`src/rtl/ps2_pkg.sv`:
```
// Shared PS/2 transmitter types, constants and frame helpers.
package ps2_pkg;

    localparam int unsigned PS2_FRAME_BITS   = 11;
    localparam int unsigned PS2_CODE_W       = 8;
    localparam logic [7:0]  PS2_BREAK_PREFIX = 8'hF0;

    typedef enum logic [2:0] {
        S_IDLE,
        S_LOAD,
        S_BIT_HI,
        S_BIT_LO,
        S_GAP
    } ps2_state_t;

    // FIFO entry when release-code expansion is enabled
    typedef struct packed {
        logic       brk;
        logic [7:0] code;
    } ps2_entry_t;

    function automatic logic ps2_parity(input logic [7:0] code);
        return ~^code;
    endfunction

    // Frame bits in transmit order: bit 0 = start, bit 10 = stop
    function automatic logic [PS2_FRAME_BITS-1:0] ps2_frame(input logic [7:0] code);
        return {1'b1, ps2_parity(code), code, 1'b0};
    endfunction

endpackage

```
`src/rtl/ps2_tx_fifo.sv`:
```
// Synchronous scan-code FIFO with registered full/empty flags and occupancy count.
module ps2_tx_fifo
    import ps2_pkg::*;
#(
    parameter int unsigned WIDTH = PS2_CODE_W,
    parameter int unsigned DEPTH = 8
) (
    input  logic                       clk,
    input  logic                       resetn,
    input  logic                       push,
    input  logic [WIDTH-1:0]           wdata,
    input  logic                       pop,
    output logic [WIDTH-1:0]           rdata,
    output logic                       full,
    output logic                       empty,
    output logic [$clog2(DEPTH+1)-1:0] count
);
    localparam int unsigned PW = $clog2(DEPTH);
    localparam int unsigned CW = $clog2(DEPTH + 1);

    logic [WIDTH-1:0] mem [DEPTH];
    logic [PW-1:0]    wr_ptr;
    logic [PW-1:0]    rd_ptr;
    logic [CW-1:0]    count_d;
    logic             push_ok;
    logic             pop_ok;

    assign push_ok = push && !full;
    assign pop_ok  = pop && !empty;
    assign rdata   = mem[rd_ptr];

    always_comb begin
        count_d = count;
        if (push_ok && !pop_ok) begin
            count_d = count + CW'(1);
        end else if (pop_ok && !push_ok) begin
            count_d = count - CW'(1);
        end
    end

    always_ff @(posedge clk or negedge resetn) begin
        if (!resetn) begin
            wr_ptr <= '0;
            rd_ptr <= '0;
            count  <= '0;
            full   <= 1'b0;
            empty  <= 1'b1;
        end else begin
            if (push_ok) wr_ptr <= wr_ptr + PW'(1);
            if (pop_ok)  rd_ptr <= rd_ptr + PW'(1);
            count <= count_d;
            full  <= (count_d == CW'(DEPTH));
            empty <= (count_d == '0);
        end
    end

    // Storage carries no reset; pointers alone define the contents
    always_ff @(posedge clk) begin
        if (push_ok) mem[wr_ptr] <= wdata;
    end

endmodule

```
`src/rtl/ps2_keyboard_tx.sv`:
```
// Device-side PS/2 keyboard transmitter: buffers scan codes and drives 11-bit frames on ps2_clk/ps2_data.
// Define PS2_TX_BREAK_EN to expand entries flagged in_break into an F0 prefix frame plus the code frame.
module ps2_keyboard_tx
    import ps2_pkg::*;
#(
    parameter int unsigned CLK_DIV    = 50,
    parameter int unsigned FIFO_DEPTH = 8,
    parameter int unsigned GAP_CYCLES = 100
) (
    input  logic       clk,
    input  logic       resetn,
    input  logic       in_valid,
    output logic       in_ready,
    input  logic [7:0] in_code,
    input  logic       in_break,
    output logic       ps2_clk,
    output logic       ps2_data,
    output logic       busy,
    output logic       tx_done
);
    localparam int unsigned CNT_MAX = (CLK_DIV > GAP_CYCLES) ? CLK_DIV : GAP_CYCLES;
    localparam int unsigned CNT_W   = $clog2(CNT_MAX + 1);
    localparam int unsigned BIT_W   = $clog2(PS2_FRAME_BITS);
    localparam int unsigned CW      = $clog2(FIFO_DEPTH + 1);
`ifdef PS2_TX_BREAK_EN
    localparam int unsigned ENTRY_W = $bits(ps2_entry_t);
`else
    localparam int unsigned ENTRY_W = PS2_CODE_W;
`endif

    ps2_state_t                state_q, state_d;
    logic [CNT_W-1:0]          cnt_q, cnt_d;
    logic [BIT_W-1:0]          bit_q, bit_d;
    logic [PS2_FRAME_BITS-1:0] frame_q, frame_d;
    logic                      clk_d, data_d, done_d, busy_d;
    logic [7:0]                code_sel;

    logic [ENTRY_W-1:0] fifo_wdata;
    logic [ENTRY_W-1:0] fifo_rdata;
    logic               fifo_full;
    logic               fifo_empty;
    logic [CW-1:0]      fifo_count;
    logic               push;
    logic               pop;

`ifdef PS2_TX_BREAK_EN
    logic       pend_q, pend_d;
    logic [7:0] pend_code_q, pend_code_d;
    ps2_entry_t head;

    assign fifo_wdata = ENTRY_W'({in_break, in_code});
    assign head       = ps2_entry_t'(fifo_rdata);
`else
    logic pend_q, pend_d;
    logic unused_break;

    assign fifo_wdata   = in_code;
    assign pend_q       = 1'b0;
    assign pend_d       = 1'b0;
    assign unused_break = in_break;
`endif

    assign push     = in_valid && !fifo_full;
    assign in_ready = !fifo_full;

    ps2_tx_fifo #(
        .WIDTH (ENTRY_W),
        .DEPTH (FIFO_DEPTH)
    ) u_fifo (
        .clk    (clk),
        .resetn (resetn),
        .push   (push),
        .wdata  (fifo_wdata),
        .pop    (pop),
        .rdata  (fifo_rdata),
        .full   (fifo_full),
        .empty  (fifo_empty),
        .count  (fifo_count)
    );

    // Next-state and next-output logic; line levels are registered below
    always_comb begin
        state_d  = state_q;
        cnt_d    = cnt_q;
        bit_d    = bit_q;
        frame_d  = frame_q;
        clk_d    = ps2_clk;
        data_d   = ps2_data;
        done_d   = 1'b0;
        pop      = 1'b0;
        code_sel = fifo_rdata[7:0];
`ifdef PS2_TX_BREAK_EN
        pend_d      = pend_q;
        pend_code_d = pend_code_q;
`endif
        case (state_q)
            S_IDLE: begin
                if (pend_q || !fifo_empty) state_d = S_LOAD;
            end
            S_LOAD: begin
`ifdef PS2_TX_BREAK_EN
                if (pend_q) begin
                    code_sel = pend_code_q;
                    pend_d   = 1'b0;
                end else begin
                    pop = 1'b1;
                    if (head.brk) begin
                        code_sel    = PS2_BREAK_PREFIX;
                        pend_d      = 1'b1;
                        pend_code_d = head.code;
                    end
                end
`else
                pop = 1'b1;
`endif
                frame_d = ps2_frame(code_sel);
                data_d  = frame_d[0];
                clk_d   = 1'b1;
                cnt_d   = '0;
                bit_d   = '0;
                state_d = S_BIT_HI;
            end
            S_BIT_HI: begin
                if (cnt_q == CNT_W'(CLK_DIV - 1)) begin
                    cnt_d   = '0;
                    clk_d   = 1'b0;
                    state_d = S_BIT_LO;
                end else begin
                    cnt_d = cnt_q + CNT_W'(1);
                end
            end
            S_BIT_LO: begin
                if (cnt_q == CNT_W'(CLK_DIV - 1)) begin
                    cnt_d = '0;
                    clk_d = 1'b1;
                    if (bit_q == BIT_W'(PS2_FRAME_BITS - 1)) begin
                        data_d  = 1'b1;
                        done_d  = 1'b1;
                        state_d = S_GAP;
                    end else begin
                        // Data moves only as the clock rises, never inside a low phase
                        bit_d   = bit_q + BIT_W'(1);
                        data_d  = frame_q[bit_d];
                        state_d = S_BIT_HI;
                    end
                end else begin
                    cnt_d = cnt_q + CNT_W'(1);
                end
            end
            S_GAP: begin
                if (cnt_q == CNT_W'(GAP_CYCLES - 1)) begin
                    cnt_d   = '0;
                    state_d = S_IDLE;
                end else begin
                    cnt_d = cnt_q + CNT_W'(1);
                end
            end
            default: state_d = S_IDLE;
        endcase

        busy_d = (state_d != S_IDLE) || pend_d || push
              || (fifo_count > CW'(1))
              || ((fifo_count == CW'(1)) && !pop);
    end

    always_ff @(posedge clk or negedge resetn) begin
        if (!resetn) begin
            state_q  <= S_IDLE;
            cnt_q    <= '0;
            bit_q    <= '0;
            frame_q  <= '0;
            ps2_clk  <= 1'b1;
            ps2_data <= 1'b1;
            tx_done  <= 1'b0;
            busy     <= 1'b0;
        end else begin
            state_q  <= state_d;
            cnt_q    <= cnt_d;
            bit_q    <= bit_d;
            frame_q  <= frame_d;
            ps2_clk  <= clk_d;
            ps2_data <= data_d;
            tx_done  <= done_d;
            busy     <= busy_d;
        end
    end

`ifdef PS2_TX_BREAK_EN
    // Pending release code waiting behind its F0 prefix frame
    always_ff @(posedge clk or negedge resetn) begin
        if (!resetn) begin
            pend_q      <= 1'b0;
            pend_code_q <= '0;
        end else begin
            pend_q      <= pend_d;
            pend_code_q <= pend_code_d;
        end
    end
`endif

endmodule
```
`config.mk`:
```
export PLATFORM = sky130hd
export DESIGN_NAME = ps2_keyboard_tx
export DESIGN_NICKNAME = d
export VERILOG_FILES = /design/src/rtl/ps2_pkg.sv /design/src/rtl/ps2_tx_fifo.sv /design/src/rtl/ps2_keyboard_tx.sv
export SDC_FILE = /design/constraint.sdc
export NUM_CORES = 1
export LEC_CHECK = 0
export BUFFER_PORTS_ARGS = -buffer_cell sky130_fd_sc_hd__buf_4
export CAP_MARGIN = 40
export CORE_MARGIN = 2
export CORE_UTILIZATION = 50
export CTS_BUF_LIST = sky130_fd_sc_hd__clkbuf_4 sky130_fd_sc_hd__clkbuf_8
export CTS_CLUSTER_SIZE = 30
export DETAILED_ROUTE_END_ITERATION = 8
export PLACE_DENSITY = 0.65
export SLEW_MARGIN = 20
export SYNTH_ARGS = -nofsm -noshare
export SYNTH_HDL_FRONTEND = slang
export SYNTH_SLANG_ARGS = --single-unit
```
`constraint.sdc`:
```
create_clock -name clk -period 3.95 [get_ports clk]
set_clock_uncertainty 0.05 [all_clocks]
set_input_delay 0.5925 -clock clk [delete_from_list [all_inputs] [get_ports clk]]
set_output_delay 0.5925 -clock clk [all_outputs]
set_load 0.005 [all_outputs]
```
* Word level (Yosys, flattened, before mapping) *
Memory sizes are Yosys's and may differ from the RTL's.
Index checks and enable logic that the tools add are counted.
W data, S select, Z words.

word-level totals
  input bits = 12
  memory bits (writable) = 64
  flip-flop bits (word level) = 40
  memories = 1
  word-level logic and storage cells = 87
  output and inout bits = 5

operators by class
  $lt $le $gt $ge = 2
  add/subtract/negate cells = 6
  reductions and logical operators = 25
  equality and inequality tests = 12
  multiplexer cells = 28

memory list
  name        words  width  read ports  clocked after memory_dff  wr ports  RTL line           text
  u_fifo.mem  8      8      1           0                         1         ps2_tx_fifo.sv:21  logic [WIDTH-1:0] mem [DEPTH];

operators by type and width
  kind                   count
  $pmux W7 S3            1
  $mux W4                4
  $mux W3                5
  $pmux W3 S5            1
  $mux W7                2
  $mux W1                11
  $reduce_bool A3 Y1     3
  $add A4 B1 Y4 const B  2
  $eq A4 B4 Y1 const B   2
  $pmux W4 S2            1
  $reduce_xnor A8 Y1     1
  $add A7 B1 Y7 const B  1
  $eq A7 B6 Y1 const B   1
  $eq A7 B7 Y1 const B   1
  $add A3 B1 Y3 const B  2
  $eq A3 B2 Y1 const B   2
  $logic_and A1 B1 Y1    6
  $ne A2 B2 Y1 const B   3
  $reduce_and A3 Y1      2
  $logic_not A1 Y1       5
  $lt A4 B5 Y1 const B   1
  $bmux W1 S4            1
  $eq A4 B1 Y1 const B   1
  $gt A4 B1 Y1 const B   1
  11 further kinds       13

* Logic depth before layout (Yosys ltp) *
  word-level depth = 8
  depth in mapped cells = 9
  depth with buffers taken out = 8

* Hierarchy *
Synthesis repeated with hierarchy kept, for this count alone.

second synthesis, totals
  cell total of the unflattened synthesis = 326
  area, all modules = 4,670.7 µm²

modules (own cells, without submodules)
  module           sequential area each (µm²)  times used  area an instance (µm²)  cells each
  ps2_tx_fifo      2,223.4                     1           3,105.5                 172
  ps2_keyboard_tx  703.2                       1           1,565.3                 154

* Worst setup path after synthesis *
Ideal clock, no wire load.

  kind = register to register
  start point = reg cnt_q[1]
  end point = reg busy
  stages on the path, launching flop included = 8
  setup time = 0.138 ns
  arrival time = 2.014 ns
  path buffers = 0
  path slack = 1.747 ns
  cell sequence = dfrtp_1 -> inv_1 -> ha_1 -> or4b_1 -> nor2_1 -> nand2_1 -> o41a_1 -> or4_1

between the ends
  word-level cells in the longest chain between the ends = 7
  elaborated cells on any way between the ends = 10
  those cells by class = eq/ne: 2; mux: 4; reduce/logical: 4

RTL lines
  item                                          RTL line                                                                text
  start, declared                               ps2_keyboard_tx.sv:32                                                   logic [CNT_W-1:0] cnt_q, cnt_d;
  start signal, assigned                        ps2_keyboard_tx.sv:178                                                  cnt_q <= cnt_d;
  $eq A7 B7 Y1 or $eq A7 B6 Y1 (tied branches)  ps2_keyboard_tx.sv:151, ps2_keyboard_tx.sv:124, ps2_keyboard_tx.sv:133
  $mux W3, on equally long branches             ps2_keyboard_tx.sv:151, ps2_keyboard_tx.sv:124, ps2_keyboard_tx.sv:133
  $pmux W3 S5 *                                 ps2_keyboard_tx.sv:96                                                   case (state_q)
  net state_d[1]                                ps2_keyboard_tx.sv:31                                                   ps2_state_t state_q, state_d;
  $reduce_bool A3 Y1 *                          ps2_keyboard_tx.sv:161                                                  busy_d = (state_d != S_IDLE) || pend_d || push
  $logic_or A1 B1 Y1 *                          ps2_keyboard_tx.sv:161
  $logic_or A1 B1 Y1 *                          ps2_keyboard_tx.sv:162                                                  || (fifo_count > CW'(1))
  $logic_or A1 B1 Y1 *                          ps2_keyboard_tx.sv:163                                                  || ((fifo_count == CW'(1)) && !pop);
  net busy_d                                    ps2_keyboard_tx.sv:35                                                   logic clk_d, data_d, done_d, busy_d;
  end signal, assigned                          ps2_keyboard_tx.sv:184                                                  busy <= busy_d;
  end, declared                                 ps2_keyboard_tx.sv:18                                                   output logic busy,

Mark *: on every way through the listed nets, which the timed path passes. The rest lies on a longest branch.
A chain may end at the register's enable or synchronous reset.

* Final worst setup path *
  start point = reg u_fifo.rd_ptr[0]
  end point = reg frame_q[9]

between the ends
  word-level cells in the longest chain between the ends = 2

RTL lines
  item                    RTL line                text
  start, declared         ps2_tx_fifo.sv:23       logic [PW-1:0] rd_ptr;
  start signal, assigned  ps2_tx_fifo.sv:50       if (pop_ok) rd_ptr <= rd_ptr + PW'(1);
  $mem_v2 Z8 W8           n/a
  $reduce_xnor A8 Y1      ps2_pkg.sv:23           return ~^code;
  end signal, assigned    ps2_keyboard_tx.sv:180  frame_q <= frame_d;
  end, declared           ps2_keyboard_tx.sv:34   logic [PS2_FRAME_BITS-1:0] frame_q, frame_d;

Every way passes these cells.

==> results.tsv <==
metric	value	unit
RSZ-0062 raised after global routing	false	
GRT Util Overall	16.9	%
TritonCTS clock tree	yes	
clock transition at the registers of the reported paths	0.11	ns
# setup viols final	0	
DIE AREA	0.00994	mm^2
Buf/Inv on CP	2	
average wire per standard cell	17.2	um
largest net degree at the start of global routing	41	
Initial Util	52.0	%
Distinct cells, synth	50	
Synth Cell Area	0.00458	mm^2
syn_nets	326	
remaining global-route overflow	0	
final worst path period share	65.2	%
Setup WS post-layout	1.37	ns
Mapped Cells	305	
H-tree Lvls	3	
Slew Viols, Final	0	
cts repair resizes	0	
die width	99.7	um
first-pass GRT wire length	12900	um
Synth Register Bits	104	
commonest cells after routing, fill and taps aside	64 x edfxtp_1, 37 x dfrtp_1, 25 x buf_4	
LEAKAGE	1.83	nW
worst slew pin tran	0.778	ns
Setup TNS Final	0	ns
total power	3.25	mW
drt drc	0	
Ant. Diodes	0	
Async SR Flop Fraction	38.5	%
worst setup path class	flip-flop to flip-flop	
Slew HR	48.2	%
Top FF cell, synth	edfxtp_1	
final core utilization	57.8	%
EDFF count, synth	64	
PD cells	638	mW/mm^2
CP Data Required Time	4.15	ns
Syn Area/Cell	15.0	um^2
Synth Warn #	0	
clock tree buffer depth	2	
Startpoint Class	flip-flop	
vias per cell	5.61	
Clock Sinks	104	
fillers	681	
outcome	finished, final reports clean	
Worst EP arrival	2.78	ns
core area	0.00881	mm^2
number of hold violations in the final report	0	
vias in the first global route	2474	
Max Clk Rate	0.388	GHz
Root Buffer	clkbuf_8	
Worst Hold Class	primary input to asynchronous set/reset pin	
cells along the critical path	buf_8 -> buf_4 -> mux4_2 -> mux2i_1 -> xnor2_1 -> xnor2_1 -> xnor2_1 -> mux2_4	
Max stage delay on crit path	0.62	ns
hold buffer count at CTS	0	
share of layout cells above drive strength 1	21.6	%
vias post-DR	2501	
DR iter-0 viols	115	
register area share after synthesis	63.9	%
worst slack at placement	1.13	ns
NumNets Final	354	
final WL	7660	um
Worst Path Max Fanout	8	
Setup crit end kind	flip-flop	
I/O Buffers	15	
TritonRoute pass-1 iters	4	
post-route ant nets	0	
final hold slack	0.146	ns
Crit-path slowest cell	dfrtp_1	
crit-path leading delay family	multiplexers	
synth-to-layout area growth	11.2	%
initial antenna violation count	0	
Num CTS Buffers	9	
Setup Fix Bufs, Post-CTS	0	
peak supply drop	0.370	mV
# IOs	17	
worst skew pair latency	0.36	ns
chip height	99.7	um
Crit path top cell by count	xnor2_1	
GP Congestion	0.831	
most common cell after layout, fill and taps aside	edfxtp_1	
max-cap violations	0	
Rows	34	
Final min period	2.58	ns
HPWL Detailed	5240	um
[power breakdown]
part | total (mW) | internal (mW) | switching, mW | leakage [nW]
Clock | 0.657 | 0.254 | 0.402 | 0.101
Sequential | 1.58 | 1.40 | 0.185 | 1.06
Combinational | 1.01 | 0.520 | 0.487 | 0.671
[metrics by stage]
stage,area [um^2],instances
4_1_cts,5060,444
3_3_place_gp,4810,422
2_1_floorplan,4580,305
6_report,5090,446
3_5_place_dp,4850,428
5_1_grt,5090,446
[logic make-up (layout without fill, tap and decap cells)]
logic type | count (synthesis) | count (layout) | share of synthesized area, %
simple gates | 78 | 78 | 8.56
mux | 31 | 31 | 13.3
flops | 104 | 104 | 63.9
xor+xnor | 19 | 19 | 3.64
buf+inv | 19 | 52 | 2.19
fa+ha+maj | 9 | 9 | 2.46
compound gates | 45 | 45 | 5.96
[registers in the layout, indices dropped and copies added (netlist names), 3 cells and up]
signal         cells
state_q            3
cnt_q              7
frame_q           10
u_fifo.rd_ptr      3
u_fifo.mem        64
u_fifo.wr_ptr      3
u_fifo.count       4
bit_q              4
[cell type report]
cell class / instances / area [um^2] / area share (%)
Tap cell: 108 / 135 / 2.65
Clock buffer: 9 / 124 / 2.43
Sequential cell: 104 / 2930 / 57.5
Timing Repair Buffer: 27 / 218 / 4.28
Inverter: 9 / 33.8 / 0.664
Clock inverter: 7 / 82.6 / 1.62
Multi-Input combinational cell: 182 / 1570 / 30.9
[synthesized netlist by cell type, types with 2 or more instances]
library cell | count | area share, %
a21oi_1 | 12 | 1.3
clkbuf_1 | 6 | 0.49
dfrtp_1 | 37 | 20
dfstp_2 | 3 | 1.7
edfxtp_1 | 64 | 42
ha_1 | 9 | 2.5
inv_1 | 8 | 0.66
mux2i_1 | 7 | 1.5
mux2i_4 | 5 | 2.5
mux4_1 | 4 | 2.3
mux4_2 | 13 | 6.4
nand2_1 | 23 | 1.9
nand2b_1 | 6 | 0.82
nand3_1 | 7 | 0.77
nor2_1 | 20 | 1.6
nor2b_1 | 4 | 0.55
nor3_1 | 5 | 0.55
nor4_1 | 2 | 0.27
o211ai_1 | 3 | 0.49
o21ai_0 | 2 | 0.22
o21ai_1 | 14 | 1.5
o22ai_1 | 2 | 0.27
o31ai_1 | 4 | 0.66
or4_1 | 2 | 0.33
xnor2_1 | 16 | 3.1
xor2_1 | 3 | 0.57
[metal layers]
layer | share of wire [%] | track usage [%]
met2 | 49 | 28.1
met3 | 2.1 | 3.09
met4 | 0.72 | 4.95
met5 | 0 | 0
met1 | 48 | 23.1
[final timing paths]
kind                                   from                to  slack (ns)  depth (start not counted)
min in group clk                 in_code[5]  u_fifo.mem[6][5]        0.41                          1
max reg2reg                u_fifo.rd_ptr[0]        frame_q[9]        1.37                          8
max                        u_fifo.rd_ptr[0]        frame_q[9]        1.37                          8
max in group asynchronous            resetn      u_fifo.empty        3.34                          1
min                                  resetn          cnt_q[5]        0.15                          1
min reg2reg                     frame_q[10]       frame_q[10]        0.43                          1
Power figures use the tool's default switching activity.
